### config.mk
export PLATFORM = sky130hd
export DESIGN_NAME = fifo_wr_packer
export DESIGN_NICKNAME = d
export VERILOG_FILES = /design/src/rtl/fifo_wr_pkg.sv /design/src/rtl/byte_lane_acc.sv /design/src/rtl/fifo_wr_packer.sv
export SDC_FILE = /design/constraint.sdc
export NUM_CORES = 1
export LEC_CHECK = 0
export ABC_AREA = 1
export CAP_MARGIN = 15
export CORE_AREA = 2 2 106 108
export CTS_CLUSTER_SIZE = 30
export DETAILED_ROUTE_END_ITERATION = 8
export DIE_AREA = 0 0 108 110
export GPL_ROUTABILITY_DRIVEN = 0
export HOLD_SLACK_MARGIN = 0.08
export PLACE_DENSITY = 0.83
export SYNTH_ARGS = -nofsm -noshare
export SYNTH_HDL_FRONTEND = slang
export SYNTH_SLANG_ARGS = --single-unit
### constraint.sdc
create_clock -name wrclk -period 1.93 [get_ports wrclk]
set_clock_uncertainty 0.15 [all_clocks]
set_input_delay 0.386 -clock wrclk [delete_from_list [all_inputs] [get_ports wrclk]]
set_output_delay 0.386 -clock wrclk [all_outputs]
set_load 0.02 [all_outputs]
### src/rtl/fifo_wr_pkg.sv
// Shared types and helpers for the fifo write-side byte packer.
package fifo_wr_pkg;

   typedef enum logic [0:0] {S_FILL, S_HOLD} wr_state_t;

   localparam int WORD_CNT_W = 16;

   function automatic int lanes(int dwid);
      return dwid / 8;
   endfunction

endpackage

### src/rtl/byte_lane_acc.sv
// Lane counter plus little-endian accumulator. Presents the word with the
// current byte merged in, and flags completion on the last lane or in_last.
import fifo_wr_pkg::*;

module byte_lane_acc #(
   parameter int DWID = 32
) (
   input  logic            wrclk,
   input  logic            rst,
   input  logic            accept,
   input  logic [7:0]      in_data,
   input  logic            in_last,
   output logic            word_done,
   output logic [DWID-1:0] word
);

   localparam int LANES  = lanes(DWID);
   localparam int LANE_W = (LANES > 1) ? $clog2(LANES) : 1;
   localparam logic [LANE_W-1:0] LAST_LANE = LANE_W'(LANES - 1);

   logic [LANE_W-1:0] lane;
   logic [DWID-1:0]   acc;

   // Merge the incoming byte into its lane; untouched upper lanes stay zero
   always_comb begin
      word = acc;
      for (int i = 0; i < LANES; i++) begin
         if (lane == LANE_W'(i)) begin
            word[8*i +: 8] = in_data;
         end
      end
   end

   assign word_done = accept && (in_last || (lane == LAST_LANE));

   // Advance the lane on each accept; clear everything once a word leaves
   always_ff @(posedge wrclk) begin
      if (!rst) begin
         lane <= '0;
         acc  <= '0;
      end else if (accept) begin
         if (word_done) begin
            lane <= '0;
            acc  <= '0;
         end else begin
            lane <= lane + 1'b1;
            acc  <= word;
         end
      end
   end

endmodule

### src/rtl/fifo_wr_packer.sv
// Write-side producer for the dual-clock fifo: packs a byte stream into
// DWID-bit words and writes them, throttled by the fifo write level.
// Optional build macro FIFO_WR_OVF_CHECK_EN suppresses a write that would
// land on a completely full fifo and raises the sticky ovf_err flag.
import fifo_wr_pkg::*;

module fifo_wr_packer #(
   parameter int DWID      = 32,
   parameter int AWID      = 10,
   parameter int AFULL_THR = 1016
) (
   input  logic                  wrclk,
   input  logic                  rst,
   input  logic                  in_valid,
   output logic                  in_ready,
   input  logic [7:0]            in_data,
   input  logic                  in_last,
   output logic                  fifo_wrena,
   output logic [DWID-1:0]       fifo_wrdat,
   input  logic [AWID-1:0]       fifo_wrlev,
   output logic [WORD_CNT_W-1:0] word_cnt,
   output logic                  ovf_err
);

   localparam logic [AWID-1:0] AFULL_LEV = AWID'(AFULL_THR);
   localparam logic [AWID-1:0] HOLD_LEV  = AWID'((2**AWID) - 2);

   wr_state_t       state_q;
   wr_state_t       state_d;
   logic            space_ok;
   logic            accept;
   logic            word_done;
   logic [DWID-1:0] acc_word;
   logic            issue;
   logic [DWID-1:0] issue_word;
   logic            hold_load;
   logic [DWID-1:0] hold_word;
   logic            wr_req;

   assign in_ready = space_ok && (state_q == S_FILL);
   assign accept   = in_valid && in_ready;

   byte_lane_acc #(
      .DWID (DWID)
   ) u_acc (
      .wrclk     (wrclk),
      .rst       (rst),
      .accept    (accept),
      .in_data   (in_data),
      .in_last   (in_last),
      .word_done (word_done),
      .word      (acc_word)
   );

   // Registered almost-full view so in_ready never depends on this cycle's inputs
   always_ff @(posedge wrclk) begin
      if (!rst) begin
         space_ok <= 1'b0;
      end else begin
         space_ok <= (fifo_wrlev < AFULL_LEV);
      end
   end

   // FSM state register
   always_ff @(posedge wrclk) begin
      if (!rst) begin
         state_q <= S_FILL;
      end else begin
         state_q <= state_d;
      end
   end

   // Decide whether a finished word is written now or parked until the fifo drains
   always_comb begin
      state_d    = state_q;
      issue      = 1'b0;
      issue_word = acc_word;
      hold_load  = 1'b0;
      case (state_q)
         S_FILL: begin
            if (word_done) begin
               if (fifo_wrlev >= HOLD_LEV) begin
                  state_d   = S_HOLD;
                  hold_load = 1'b1;
               end else begin
                  issue = 1'b1;
               end
            end
         end
         S_HOLD: begin
            if (fifo_wrlev < HOLD_LEV) begin
               state_d    = S_FILL;
               issue      = 1'b1;
               issue_word = hold_word;
            end
         end
         default: state_d = S_FILL;
      endcase
   end

   // Output and hold registers; write data only changes when a write is issued
   always_ff @(posedge wrclk) begin
      if (!rst) begin
         wr_req     <= 1'b0;
         fifo_wrdat <= '0;
         hold_word  <= '0;
      end else begin
         wr_req <= issue;
         if (issue) begin
            fifo_wrdat <= issue_word;
         end
         if (hold_load) begin
            hold_word <= acc_word;
         end
      end
   end

   // Count every cycle the fifo actually sees a write strobe
   always_ff @(posedge wrclk) begin
      if (!rst) begin
         word_cnt <= '0;
      end else if (fifo_wrena) begin
         word_cnt <= word_cnt + 1'b1;
      end
   end

`ifdef FIFO_WR_OVF_CHECK_EN
   localparam logic [AWID-1:0] FULL_LEV = '1;

   assign fifo_wrena = wr_req && (fifo_wrlev != FULL_LEV);

   // Sticky record of a write that had to be dropped on a full fifo
   always_ff @(posedge wrclk) begin
      if (!rst) begin
         ovf_err <= 1'b0;
      end else if (wr_req && (fifo_wrlev == FULL_LEV)) begin
         ovf_err <= 1'b1;
      end
   end
`else
   assign fifo_wrena = wr_req;
   assign ovf_err    = 1'b0;
`endif

endmodule
==> results by group, run 1 <==
Outcome
  – Run status: completed

Power
  – Power Density: 923.5 nW/um2
  – Maximum vdd drop: ~0.53 mV
  – P_leak: 3.265 nW

Route
  – DRT met1 WL: roughly 5600 um
  – Top sig layer: met4
  – Average wire per standard cell: about 12 um
  – Met3 routed WL: 692 um
  – Vias after detailed routing: approximately 5000
  – Total Wirelength: approximately 12000 um
  – DRT Pass-1 Iters: 5
  – Antenna-violating nets left: 0
  – Initial drt markers: ~320
  – Routed met2 length: between 5000 and 6000 um
  – Number of remaining DRC errors: 0
  – Vias/cell: between 4 and 5

Die
  – Effective utilization at floorplan: 0.4919
  – I/O pin total: 73
  – Core area: 10700 um2
  – Row cnt: 38
  – Die area: between 10000 and 15000 um2
  – Die H: around 110 um
  – Die span in x: between 100 and 150 um

CTS
  – Reg clk slew, reported paths: about 0.06 ns
  – CTS tree: built
  – Max H-tree Level: 4
  – Clk buf depth: 2
  – Setup repair bufs after CTS: 0
  – Total CTS buffers: 17
  – Number of clock sinks: around 120
  – CTS root buf: clkbuf_8
  – Clock latency at the later pin of the worst-skew pair: roughly 0.5 ns

Placed design
  – Buffers on Ports: 70
  – Cells after DPL: slightly below 1000
  – HPWL after DPL: between 8000 and 9000 um

Finish
  – Area grow syn2layout: 30.08%
  – Layout cells sized above 1: 0.08854
  – Final net count: 895
  – Final Core Density: 0.6399
  – Fillers: about 940
  – Final cell count without fillers: 1021
  – Ant diodes: 0

Critical path
  – Worst Setup EP: fifo_wrdat[17]
  – Critical path capture point type: flop
  – Crit Path Class: reg -> reg
  – Worst Setup Start Kind: flop
  – Launch point of the worst reg-to-reg path: u_acc.lane[0]
  – Worst R2R End: fifo_wrdat[17]
  – Crit. Startpoint: u_acc.lane[0]
  – R2r setup slk: between 0.05 and 0.06 ns
  – Worst path required time: roughly 2.2 ns
  – Crit-path max FO: 16
  – Worst Path Arrival: between 2 and 2.5 ns
  – Worst Reg-to-Reg Cells: 8

Synth
  – Post-Syn Nets: just over 800
  – Synth Register Bits: ~120
  – Register area share after synthesis: 0.4451
  – Syn avg cell area: about 6.7 um2
  – Synth Cell Area: about 5300 um2
  – Synth warn: 0
  – Synthesized instance count: 788
  – Yosys cell types: 29

Timing
  – Minimum clock period: about 1.9 ns
  – RSZ-0062 raised after global routing: true
  – Final Max Tran Viols: 0
  – Fmax: ~0.53 GHz
  – Final Setup Violations: 0
  – Fin. Hold Viols: 0
  – Period utilization: 0.9697
  – Measured slew at the worst slew-check pin: 0.5194 ns
  – Slew margin rel.: 0.6537

Worst hold path
  – Worst min-delay path category: reg -> reg
  – Hold Crit Depth: 2

Global route
  – Largest net degree at the start of global routing: 32
  – Initial antenna violation count: 0
  – GRT Overall Usage: 0.2206
  – GRT overflow: 0
  – Vias in the first global route: 4575
  – Global-route wire length before repair: approximately 21000 um

Job
  – Max-cap violation count: 0
==> worst min-delay path by stage <==
stage / from / end / slack (ns)
CTS: u_acc.acc[24] / u_acc.acc[24] / 0.28
global placement: u_acc.acc[25] / u_acc.acc[25] / 0.27
global route: u_acc.acc[24] / u_acc.acc[24] / 0.29
detailed placement: u_acc.acc[28] / u_acc.acc[28] / 0.27
finish: u_acc.acc[25] / u_acc.acc[25] / 0.28
floorplan: u_acc.acc[24] / u_acc.acc[24] / 0.26
==> critical path: stages (launching register included) <==
cell and delay [ns]:
dfxtp_1 0.32, inv_1 0.13, ha_1 0.49, nor2_1 0.08, a21oi_1 0.36, nand2_1 0.10
nand2_1 0.07, nor2_1 0.04, nor2_1 0.07
==> layer usage <==
layer | vias up | GRT usage
met4 | 0 | 0.08242
met5 | - | 0
met1 | 2214 | 0.2734
met3 | 16 | 0.04527
met2 | 138 | 0.3801
li1 | 2596 | -
==> cell usage in the layout, fill, tap and decap left out, types with 5 or more instances in the layout <==
cell               n
dfxtp_1          117
clkbuf_16         16
nor2_1           103
clkdlybuf4s50_1   19
nand2_1          266
dlygate4sd2_1     49
buf_4             23
a21oi_1           70
nand3_1           32
inv_1             80
buf_12             8
bufinv_16          5
o21ai_0           41
a2bb2oi_1          8
==> sequential cells by signal, indices dropped and copies added, names as in the netlist <==
name,count
space_ok,1
state_q,1
fifo_wrena,1
fifo_wrdat,32
hold_word,32
u_acc.acc,32
word_cnt,16
u_acc.lane,2
==> cell type report <==
class | count | area, um2 | share of cell area
multi-input combinational | 545 | 2397 | 0.3502
sequential | 117 | 2342 | 0.3422
timing repair buffer | 102 | 972.2 | 0.1420
clock buffer | 19 | 431.7 | 0.06306
inverter | 85 | 322.8 | 0.04716
clock inverter | 13 | 203.9 | 0.02979
tap | 140 | 175.2 | 0.02559
==> Yosys cell counts, drive strengths merged <==
cell     number  area (um2)
nand2       266       998.5
a22oi         1       7.510
nand3        34       187.7
a2bb2oi       8       70.07
nor3          3       15.01
dfxtp       117        2342
nor2        108       434.2
clkbuf       19       72.56
nand3b        1       7.510
ha            5       62.56
a21oi        70       350.3
conb          1       3.750
inv          84       315.3
clkinv        1       5.000
buf          22       135.1
o21a          3       22.52
xor2          1       8.760
o21ai        44       224.0
==> cells by family after synthesis <==
| kind of cell | count (synthesis) | share of synthesized area |
|---|---|---|
| simple gates | 412 | 0.3122 |
| xor+xnor | 1 | 0.001665 |
| flops | 117 | 0.4451 |
| buf+inv | 126 | 0.1003 |
| fa+ha+maj | 5 | 0.01189 |
| other cells | 1 | 0.0007126 |
| compound gates | 126 | 0.1282 |
==> through the flow <==
stage / setup WS (ns) / instance area (um2) / hold WS (ns) / setup TNS, ns / power, mW
after floorplan: 0.2192 / 5263 / 0.2619 / 0 / 2.817
final: 0.05853 / 6845 / 0.2787 / 0 / 6.321
after global placement: -0.2546 / 6259 / 0.2672 / -12.31 / 3.010
after detailed placement: -0.2939 / 6259 / 0.2689 / -14.13 / 3.017
after CTS: 0.02560 / 6842 / 0.2793 / 0 / 6.364
after global routing: -0.02950 / 6845 / 0.2918 / -0.1254 / 6.536
==> power breakdown <==
part	internal (mW)	total, mW	switching, mW	leakage, nW
sequential	2.46	2.49	0.0245	0.947
clock	2.26	3.38	1.12	0.300
combinational	0.179	0.455	0.276	2.02
==> timing repair <==
item,4_1_cts,5_1_grt
hold buffers,1,0
resized for setup,50,8
endpoints found under the hold margin,1,0
endpoints found under the setup margin,50,28
No activity file was read; power rests on OpenSTA's default activity.
==> inputs of run 2 (changes only) <==
--- a/config.mk
+++ b/config.mk
@@ -14,6 +14,7 @@
 export GPL_ROUTABILITY_DRIVEN = 0
 export HOLD_SLACK_MARGIN = 0.08
 export PLACE_DENSITY = 0.83
+export SLEW_MARGIN = 40
 export SYNTH_ARGS = -nofsm -noshare
 export SYNTH_HDL_FRONTEND = slang
 export SYNTH_SLANG_ARGS = --single-unit
==> results of run 2 <==
Final layout, timing and power as in run 1 (identical DEF).
==> variant 1 (settings of run 2) <==
Add a define of `FIFO_WR_OVF_CHECK_EN`.
--- a/src/rtl/fifo_wr_packer.sv
+++ b/src/rtl/fifo_wr_packer.sv
@@ -2,6 +2,8 @@
 // DWID-bit words and writes them, throttled by the fifo write level.
 // Optional build macro FIFO_WR_OVF_CHECK_EN suppresses a write that would
 // land on a completely full fifo and raises the sticky ovf_err flag.
+`define FIFO_WR_OVF_CHECK_EN
+
 import fifo_wr_pkg::*;
 
 module fifo_wr_packer #(
Formal check against the unedited RTL: not equivalent (Yosys sat finds a counterexample within 4 cycles, from zero or initial values and one cycle with rst low).
==> variant 1 against run 2 <==
  * Routed wire length rose by 9.5%
  * Combinational power up 8.4%
  * First-iteration DRC count up 13%
  * Sequential cell count rose by 1
  * Area after synthesis rose by 3.6%
  * Worst setup slack worse by 0.031 ns
  * Total power down 7.4%
  * Fmax is 1.6% lower
  * Critical path depth shrank 6
  * Core utilization increased by 3.0 points
  * Cell area is 4.7% higher
==> variant 1: results (changes against run 2) <==
.. list-table::
   :header-rows: 1

   * - Metric
     - Value
   * - Status
     - complete, no violations
   * - First-pass GRT wire length
     - 21900 um (+5.2%)
   * - Count of distinct cell types in the synthesized netlist
     - 28 (-3.4%)
   * - Part of the Yosys area used for sequential elements
     - 0.433 (-0.0117)
   * - Leakage power of the design
     - 3.16 nW (-3.1%)
   * - Cell Area, Placed
     - 6620 um^2 (+5.7%)
   * - Routed Wire Length
     - 13600 um (+9.5%)
   * - Synthesized Nets
     - 809 (-0.74%)
   * - Dpl ws
     - -0.540 ns (-0.246 ns)
   * - Post-layout nets
     - 900 (+0.56%)
   * - GRT Util Overall
     - 0.233 (+0.0124)
   * - Worst-path maximum fanout
     - 5 (-11)
   * - Synth area leaders
     - sky130_fd_sc_hd__dfxtp_1 43%, sky130_fd_sc_hd__nand2_1 15%, sky130_fd_sc_hd__a21oi_1 9.5%
   * - Final-layout fill cell count
     - 844 (-10%)
   * - Post-synth top cells
     - 221 x sky130_fd_sc_hd__nand2_1, 118 x sky130_fd_sc_hd__dfxtp_1, 103 x sky130_fd_sc_hd__a21oi_1, 90 x sky130_fd_sc_hd__inv_1, 61 x sky130_fd_sc_hd__nor2_1
   * - Layout cells sized above 1
     - 0.123 (+0.0345)
   * - Arrival time at the worst endpoint
     - 1.37 ns (-0.80 ns)
   * - IR Drop Worst-Case VDD
     - 0.469 mV (-11%)
   * - Number of buffers added by the clock tree synthesis step
     - 17 (unchanged)
   * - WHS Path Cells
     - 6 (+4)
   * - I/O Buffers
     - 72 (+2.9%)
   * - Depth of the worst register-to-register path
     - 9 (+1)
   * - Largest net degree at the start of global routing
     - 38 (+19%)
   * - Power density normalized to cell area
     - 817 nW/um^2 (-12%)
   * - Worst rel slew slack
     - 0.796 (+0.142)
   * - Initial antenna violation count
     - 0 (unchanged)
   * - YS warnings
     - 0 (unchanged)
   * - Min-Delay Path Class
     - in -> reg
   * - Total vias in the final route
     - 5236 (+5.5%)
   * - Number of global-route vias before repair
     - 4839 (+5.8%)
   * - DP Wirelength
     - 8730 um (+6.7%)
   * - Number of DRC violations after detailed-routing iteration 0
     - 355 (+13%)
[variant 1: cell types whose count changed after synthesis, sizes merged, moves of 8 or more]
cell,change
a2bb2oi,-8
mux2,+21
nor2,-46
inv,+9
nand2,-44
a21oi,+33
nand3,+18
o21ai,-9
[variant 1: area by class of cell]
cell class,count,area share
flip-flops and latches,118,0.330
inverters,93,0.0487
well taps,140,0.0244
clock inverters,8,0.0103
multi-input cells,525,0.353
repair buffers,118,0.168
clock buffers,24,0.0656
[variant 1: metrics by stage]
stage / hold WS, ns / instances
6_report: 0.260 / 1026
5_1_grt: 0.300 / 1026
4_1_cts: 0.278 / 1022
3_5_place_dp: 0.270 / 990
3_3_place_gp: 0.265 / 990
2_1_floorplan: 0.262 / 782
[variant 1: final timing paths]
kind / to / slack [ns] / start
setup / recovery: in_ready / 0.03 / state_q
hold / removal: ovf_err / 0.26 / fifo_wrlev[8]
hold reg to reg: u_acc.acc[30] / 0.28 / u_acc.acc[30]
setup reg to reg: fifo_wrdat[23] / 0.21 / u_acc.lane[0]
[variant 1: kinds of logic after synthesis]
kind of cell    share of synthesized area
compound gates                      0.132
xor+xnor                          0.00964
fa+ha+maj                          0.0115
buf+inv                             0.105
flops                               0.433
mux                                0.0434
simple gates                        0.265
[variant 1: power by group]
group | leakage, nW | internal (W) | switching, W
clock | 0.265 | 0.00180 | 0.00106
sequential | 0.956 | 0.00248 | 0.0000233
combinational | 1.94 | 0.000212 | 0.000281
[variant 1: critical path, cell delays in order (launching register included)]
cell	delay [ns]
sky130_fd_sc_hd__dfxtp_2	0.35
sky130_fd_sc_hd__nor2_1	0.16
sky130_fd_sc_hd__dlygate4sd2_1	0.35
[variant 1: timing repair]
| item | CTS | global route |
|---|---|---|
| cloned | 0 | 0 |
| pin swaps | 3 | 8 |
| endpoints found under the setup margin | 51 | 4 |
| hold buffers | 0 | 2 |
| hold endpoints to repair | 0 | 1 |
| gates resized for setup | 58 | 13 |
| setup buffers | 0 | 2 |
[variant 1: per-layer routing]
metal  vias up  part of all wire  global-route usage
met5         -                 0                   0
met3        26             0.066              0.0435
li1       2676                 -                   -
met2       188              0.49               0.403
met4         0             0.020               0.108
met1      2346              0.43               0.282
==> variant 2 (settings of run 2) <==
Without the edit above. Put one more register stage on the output `word_cnt`, with the module's reset. The value now appears one clock later. The other outputs are not delayed to match.
--- a/src/rtl/fifo_wr_packer.sv
+++ b/src/rtl/fifo_wr_packer.sv
@@ -24,6 +24,8 @@
 
    localparam logic [AWID-1:0] AFULL_LEV = AWID'(AFULL_THR);
    localparam logic [AWID-1:0] HOLD_LEV  = AWID'((2**AWID) - 2);
+
+   logic [WORD_CNT_W-1:0] word_cnt_s0;
 
    wr_state_t       state_q;
    wr_state_t       state_d;
@@ -118,9 +120,9 @@
    // Count every cycle the fifo actually sees a write strobe
    always_ff @(posedge wrclk) begin
       if (!rst) begin
-         word_cnt <= '0;
+         word_cnt_s0 <= '0;
       end else if (fifo_wrena) begin
-         word_cnt <= word_cnt + 1'b1;
+         word_cnt_s0 <= word_cnt_s0 + 1'b1;
       end
    end
 
@@ -142,4 +144,12 @@
    assign ovf_err    = 1'b0;
 `endif
 
+   always_ff @(posedge wrclk) begin
+      if (!rst) begin
+         word_cnt <= '0;
+      end else begin
+         word_cnt <= word_cnt_s0;
+      end
+   end
+
 endmodule
Check against the original RTL: not equivalent (a bounded check fails within 4 cycles, from zero or initial values and one cycle with rst low).
==> variant 2 against run 2 <==
  * Worst setup slack better by 0.059 ns
  * Highest routed layer unchanged
  * Area after synthesis is 9.2% higher
  * Cell area grew 4.7%
  * Fmax up 3.3%
  * Critical endpoint is now fifo_wrena
  * Total power decreased by 1.2%
  * Routed wire length increased by 6.3%
  * Core utilization up 3.0 points
  * Sequential cell count up 16
==> variant 2: results (changes against run 2) <==
.. list-table::
   :header-rows: 1

   * - Metric
     - Value
   * - Max stage delay cell, worst path
     - sky130_fd_sc_hd__dfxtp_2
   * - Min-Delay Path Class
     - in -> reg
   * - Count of distinct cell types in the synthesized netlist
     - 36 (+24%)
   * - Dpl ws
     - -0.220 ns (+0.0738 ns)
   * - Capturing element of the worst setup path
     - fifo_wrena
   * - End of the worst register-to-register path
     - fifo_wrdat[31]
   * - Total vias in the final route
     - 5287 (+6.5%)
   * - Post-layout nets
     - 936 (+4.6%)
   * - Launching instance or port of the critical path
     - fifo_wrena
   * - Synthesized Nets
     - 861 (+5.6%)
   * - Startpoint of the tightest hold check path
     - rst
   * - Area of all sequential standard cells
     - 2660 um^2 (+14%)
   * - WHS Path Cells
     - 3 (+1)
   * - Power density normalized to cell area
     - 872 nW/um^2 (-5.6%)
   * - Signal buffers share of area
     - 0.129 (-0.0134)
   * - Post-synthesis compound-gate area fraction
     - 0.114 (-0.0142)
   * - Status
     - complete, no violations
   * - Max Fclk
     - 0.552 GHz (+3.3%)
   * - Leakage power of the design
     - 3.57 nW (+9.5%)
   * - Number of DRC violations after detailed-routing iteration 0
     - 299 (-5.1%)
   * - Cell Area, Placed
     - 6670 um^2 (+6.6%)
   * - Cell class contributing the biggest share of worst-path delay
     - flip-flops
   * - Count of sequential standard cells
     - 133 (+14%)
   * - Reg-to-reg slack, setup
     - 0.17 ns (+0.11 ns)
   * - Depth of the worst register-to-register path
     - 10 (+2)
   * - Post-Route Hold Slack
     - 0.208 ns (-0.0703 ns)
   * - First-pass GRT wire length
     - 22200 um (+6.5%)
   * - Final-layout fill cell count
     - 927 (-1.5%)
   * - Arrival time at the worst endpoint
     - 1.28 ns (-0.89 ns)
   * - Number of non-clock inverters
     - 102 (+20%)
   * - Detailed-route vias per instance
     - 4.98 (+2.4%)
   * - Fraction of area in multi-input gates
     - 0.345 (-0.00559)
   * - Xor/xnor cell area share of the yosys netlist
     - 0.00305 (+0.00139)
   * - Largest incremental delay on the critical path
     - 0.41 ns (-0.08 ns)
   * - Buffers excl. clock
     - 99 (-2.9%)
   * - Routed Wire Length
     - 13200 um (+6.3%)
   * - Number of multi-input logic gates
     - 556 (+2.0%)
[variant 2: changes by cell type after synthesis, moves of 6 or more]
cell	change
sky130_fd_sc_hd__nand2_1	+6
sky130_fd_sc_hd__or2_2	+6
sky130_fd_sc_hd__dfxtp_1	+16
sky130_fd_sc_hd__inv_1	+19
sky130_fd_sc_hd__nand3_1	-8
[variant 2: report_power, final]
group / switching [W] / total [W] / internal (W)
Sequential: 0.0000263 / 0.00282 / 0.00280
Clock: 0.00109 / 0.00297 / 0.00188
Combinational: 0.000281 / 0.000455 / 0.000174
Total: 0.00140 / 0.00625 / 0.00485
[variant 2: metal layers]
layer,vias to the layer above,GRT usage,part of all wire,routed length [um]
met1,2398,0.276,0.43,5740
met5,-,0,0,0
met2,147,0.411,0.50,6540
met3,31,0.0611,0.044,579
li1,2711,-,-,-
met4,0,0.114,0.026,342
